==> src/rtl/seq_det_pkg.sv <==
// Shared definitions for the programmable serial sequence detector.
// Holds the reset-time pattern defaults and the pattern-length clamp.
package seq_det_pkg;

    localparam logic [7:0] DEF_PAT = 8'b0000_0001;
    localparam int         DEF_LEN = 3;

    typedef enum logic {
        S_FILL  = 1'b0,
        S_ARMED = 1'b1
    } fill_state_e;

    // A zero length still means "one bit"; anything longer than the shift register is cut down
    function automatic int clamp_len(input int pat_len, input int max_w);
        if (pat_len <= 0) begin
            return 1;
        end else if (pat_len > max_w) begin
            return max_w;
        end else begin
            return pat_len;
        end
    endfunction

endpackage

==> src/rtl/sat_counter.sv <==
// Saturating up-counter. A clear wins over an increment in the same cycle;
// once at all-ones the count holds instead of wrapping.
module sat_counter #(
    parameter int CNT_W = 8
) (
    input  logic             clk,
    input  logic             reset,
    input  logic             clr,
    input  logic             inc,
    output logic [CNT_W-1:0] q
);

    logic [CNT_W-1:0] r_q;

    always_ff @(posedge clk) begin
        if (reset) begin
            r_q <= '0;
        end else if (clr) begin
            r_q <= '0;
        end else if (inc && (r_q != {CNT_W{1'b1}})) begin
            r_q <= r_q + 1'b1;
        end
    end

    assign q = r_q;

endmodule

==> src/rtl/seq_det_param.sv <==
// Programmable serial sequence detector: runtime pattern/length, overlap mode,
// input enable and a saturating match counter.
//
// state   | meaning
// S_FILL  | fewer than len valid bits collected since reset/load/restart
// S_ARMED | len valid bits held; every enabled bit is a match candidate
module seq_det_param
    import seq_det_pkg::*;
#(
    parameter int               MAX_W   = 8,
    parameter int               LEN_W   = 4,
    parameter int               CNT_W   = 8,
    parameter logic [MAX_W-1:0] DEF_PAT = MAX_W'(seq_det_pkg::DEF_PAT),
    parameter logic [LEN_W-1:0] DEF_LEN = LEN_W'(seq_det_pkg::DEF_LEN)
) (
    input  logic             clk,
    input  logic             reset,
    input  logic             en,
    input  logic             x,
    input  logic             pat_load,
    input  logic [MAX_W-1:0] pat_in,
    input  logic [LEN_W-1:0] pat_len,
    input  logic             overlap,
    input  logic             cnt_clr,
    output logic             y,
    output logic [CNT_W-1:0] match_cnt
);

    // The oldest history bit is never compared, so only MAX_W-1 past bits are stored.
    logic [MAX_W-2:0] r_hist;
    logic [LEN_W-1:0] r_fill;
    logic [MAX_W-1:0] r_pat;
    logic [LEN_W-1:0] r_len;
    logic             r_y;

    logic [MAX_W-1:0] w_hist_n;
    logic [MAX_W-1:0] w_mask;
    logic [LEN_W-1:0] w_fill_n;
    logic [LEN_W-1:0] w_len_cl;
    fill_state_e      w_state;
    logic             w_match;

    assign w_state  = (r_fill == r_len) ? S_ARMED : S_FILL;
    assign w_hist_n = {r_hist, x};
    assign w_fill_n = (w_state == S_ARMED) ? r_len : (r_fill + 1'b1);
    assign w_mask   = ~({MAX_W{1'b1}} << r_len);
    assign w_len_cl = LEN_W'(clamp_len(int'(pat_len), MAX_W));

    assign w_match = en && !pat_load && (w_fill_n == r_len)
                     && (((w_hist_n ^ r_pat) & w_mask) == '0);

    always_ff @(posedge clk) begin
        if (reset) begin
            r_hist <= '0;
            r_fill <= '0;
            r_pat  <= DEF_PAT;
            r_len  <= DEF_LEN;
            r_y    <= 1'b0;
        end else if (pat_load) begin
            r_pat  <= pat_in;
            r_len  <= w_len_cl;
            r_hist <= '0;
            r_fill <= '0;
            r_y    <= 1'b0;
        end else if (en) begin
            r_hist <= w_hist_n[MAX_W-2:0];
            r_y    <= w_match;
            r_fill <= (w_match && !overlap) ? '0 : w_fill_n;
        end else begin
            r_y    <= 1'b0;
        end
    end

    sat_counter #(
        .CNT_W (CNT_W)
    ) u_cnt (
        .clk   (clk),
        .reset (reset),
        .clr   (cnt_clr),
        .inc   (w_match),
        .q     (match_cnt)
    );

    assign y = r_y;

endmodule

==> config.mk <==
export PLATFORM = sky130hd
export DESIGN_NAME = seq_det_param
export DESIGN_NICKNAME = d
export VERILOG_FILES = /design/src/rtl/seq_det_pkg.sv /design/src/rtl/sat_counter.sv /design/src/rtl/seq_det_param.sv
export SDC_FILE = /design/constraint.sdc
export NUM_CORES = 1
export LEC_CHECK = 0
export BUFFER_PORTS_ARGS = -buffer_cell sky130_fd_sc_hd__buf_2
export CAP_MARGIN = 20
export CORE_MARGIN = 2
export CORE_UTILIZATION = 59
export CTS_CLUSTER_SIZE = 24
export DETAILED_ROUTE_END_ITERATION = 8
export PLACE_DENSITY = 0.83
export SLEW_MARGIN = 20
export SYNTH_ARGS = -nofsm -noshare
export SYNTH_HDL_FRONTEND = slang
export SYNTH_SLANG_ARGS = --single-unit
==> constraint.sdc <==
create_clock -name clk -period 5.83 [get_ports clk]
set_input_delay 0.2915 -clock clk [delete_from_list [all_inputs] [get_ports clk]]
set_output_delay 0.2915 -clock clk [all_outputs]
set_load 0.03 [all_outputs]
==> results.md <==
- Status: completed
- Worst R2R End: u_cnt.q[3]
- H-tree levels: 2
- Req. time, crit path: 6.10 ns
- Final core utilization: 0.677
- Placement Setup Slack: between 3 and 4 ns
- Fillers: 233
- Largest net degree at the start of global routing: 18
- Initial antenna violation count: 0
- Slew Viols, Final: 0
- Pwr dens: ~240 nW/µm²
- Final RePlAce weighted congestion: 0.843
- Hold Fails Final Rpt: 0
- WHS Endpoint: r_pat[0]
- Routed vias/inst: 5.88
- CP max stage cell: or4_1
- Reg-to-reg slack, setup: 3.32 ns
- Min-delay worst type: input port to flip-flop
- Cells after Synth: ~190
- Sequential power share: 0.519
- Port bufs: 27
- CP Launch Type: flip-flop
- Setup WS post-layout: 3.32 ns
- Root buffer cell: clkbuf_4
- Mapped Avg Cell Area: 8.83 µm²
- Die width: 56.8 µm
- Clk buf depth: 2
- Final setup TNS: 0 ns
- Register Area: 641 µm²
- Post-synthesis sequential area ratio: 0.390
- Synth area leader: dfxtp_1
- Synth Cell Area: between 1500 and 2000 µm²
- Post-CTS Setup Inserts: 0
- Hold Path Depth: 2
- Finished Layout Cells: 240
- Combinational share of power: 0.112
- Pleak: 0.755 nW
- Ys async rst share: 0
- DRC: 0
- Clk slew on worst S/H paths: around 0.10 ns
- Reg-to-reg startpoint: r_len[3]
- Post_cts resized: 0
- Vias in the first global route: 1345
- Internal: 0.000338 W
- Top FF cell, synth: dfxtp_1
- RSZ-0062 raised after global routing: no
- Arrival @ worst endpoint: approximately 2.8 ns
- Period utilization: 0.430
- Bufs and invs on worst path: 0
- Sw power: approximately 0.00011 W
- Relative slew slack: 0.674
- Ports: 28
- Clk pwr share: 0.369
- Area Growth Syn to Fin: 11.7%
- EDFF count, synth: 0
- CTS Buf Count: 5
- Total Wirelength: 3.50 mm
- Cell Chain, Critical Path: xor2_1 -> nor4_1 -> nand3b_1 -> nand4_4 -> or4_1 -> a21oi_1
- Antenna fix cells: 0
- Area of the multi-input gates: 926 µm²
- Crit. End Element: flip-flop
- TritonCTS clock tree: done
- Die area: 3220 µm²
- Synth Register Bits: 32
- Final setup violation count: 0
- Net Sw Frac: 0.248
- GRT overflow: 0
- HP Start: pat_in[0]
- Layout Nets: about 230
- # placed instances: between 200 and 250
- Core Rows: 19
- Max_cap viols: 0
- R2R cell count: 6
- Hold-fix buffers at CTS: 0
- Max incr delay on CP: 0.57 ns
- Hold WS: 0.164 ns
- Critical path class: flip-flop to flip-flop
- First-pass GRT wire length: 5.75 mm
- Layout cells sized above 1: 0.191
- Syn Nets: 207
- Post-synth top area share: 0.390
- Yosys warning count: 0
- CTS sink cnt: 32
- Post-DRT Antenna Nets: 0
- Avg WL per Cell: 14.6 µm
- Vias: 1410
- CP Max Fanout: 17
- Die height: between 50 and 60 µm
- Starting DRT DRC Count: between 50 and 60
- Max Fclk: 0.399 GHz
- GRT Total Usage: 0.229
- Clk_skew: approximately 0.0043 ns
- Synth cell types: 40
- Top cells by area, synth: dfxtp_1 39%, mux2i_1 9.7%, nor2_1 5.3%
- Peak VDD IR: 0.239 mV
- Worst-margin pin slew: 0.484 ns
- Worst-skew pair later-pin latency: 0.34 ns
- Pre-Repair DR Iteration Count: 4
- Tmin final: 2.51 ns
- Total core area: 2710 µm²
- Effective utilization at floorplan: 0.606
- CP delay by family, top: simple AND/OR/NAND/NOR gates
- Final HPWL DP: ~2.6 mm
-- cell usage after synthesis (all sizes together), types with 5 or more instances --
cell type	n
xnor2	7
o31ai	5
buf	9
nand2	10
o21ai	7
xor2	8
nor2	23
nand3	6
a21oi	13
mux2i	16
dfxtp	32
or4	5
-- worst max-delay path by stage --
stage	cells after the start	endpoint	start	slack, ns
finish	6	u_cnt.q[3]	r_len[3]	3.32
global route	6	u_cnt.q[5]	r_len[3]	3.20
floorplan	8	u_cnt.q[7]	r_len[1]	3.65
detailed placement	6	u_cnt.q[3]	r_len[3]	3.41
CTS	6	u_cnt.q[3]	r_len[3]	3.35
global placement	6	u_cnt.q[5]	r_len[3]	3.51
-- layout by cell type (no fill, tap or decap), types with 2 or more instances in the layout --
| master | count |
|---|---|
| ha_1 | 2 |
| o221ai_1 | 2 |
| a21oi_1 | 13 |
| inv_1 | 3 |
| o21ai_0 | 3 |
| a211o_1 | 2 |
| buf_2 | 27 |
| o21ai_1 | 4 |
| and3_1 | 3 |
| nand3_1 | 6 |
| xor2_1 | 8 |
| nor2_1 | 23 |
| nand2_1 | 10 |
| or3_1 | 3 |
| o31ai_1 | 5 |
| nand3b_1 | 3 |
| o21bai_1 | 2 |
| clkbuf_4 | 5 |
| mux2i_1 | 16 |
| o22ai_1 | 2 |
| or2_2 | 2 |
| xnor2_1 | 7 |
| nor4_1 | 2 |
| nor3_1 | 2 |
| o41ai_1 | 2 |
| o211ai_1 | 2 |
| dfxtp_1 | 32 |
| or4_1 | 5 |
-- state kept, by name (all words and copies together) (netlist names) --
name	count
r_hist	7
r_len	4
y	1
r_pat	8
u_cnt.q	8
r_fill	4
-- metal layers --
layer / wire [µm] / vias up / GRT usage
met5: 0 / - / 0
met4: 25 / 0 / 0.0631
met3: 116 / 2 / 0.0760
met2: 1790 / 21 / 0.414
met1: 1570 / 668 / 0.254
li1: - / 719 / -
-- logic make-up (layout without fill, tap and decap cells) --
family	Yosys count	count (layout)	synth area share
simple gates	65	65	0.213
compound gates	40	40	0.158
flops	32	32	0.390
mux	16	16	0.0975
buf+inv	16	39	0.0465
xor+xnor	15	15	0.0800
fa+ha+maj	2	2	0.0152
-- area by class of cell --
class | count | share of cell area
Clock inverter | 2 | 0.0191
Timing Repair Buffer | 28 | 0.0777
Clock buffer | 6 | 0.0225
Multi-Input combinational cell | 138 | 0.504
Sequential cell | 32 | 0.349
Inverter | 3 | 0.00613
Tap cell | 31 | 0.0211
-- through the flow --
stage	cell area, µm²	power [W]
6_report	1840	0.000449
3_5_place_dp	1760	0.000288
4_1_cts	1840	0.000449
2_1_floorplan	1640	0.000274
3_3_place_gp	1760	0.000285
5_1_grt	1840	0.000463
-- power by group through the flow --
stage,clock network [W],logic [W],registers [W]
floorplan,0,0.0000404,0.000233
global placement,0,0.0000477,0.000237
detailed placement,0,0.0000497,0.000238
CTS,0.000166,0.0000501,0.000233
global route,0.000175,0.0000551,0.000234
finish,0.000166,0.0000501,0.000233
Note: power is estimated with default switching activity, not from simulation.
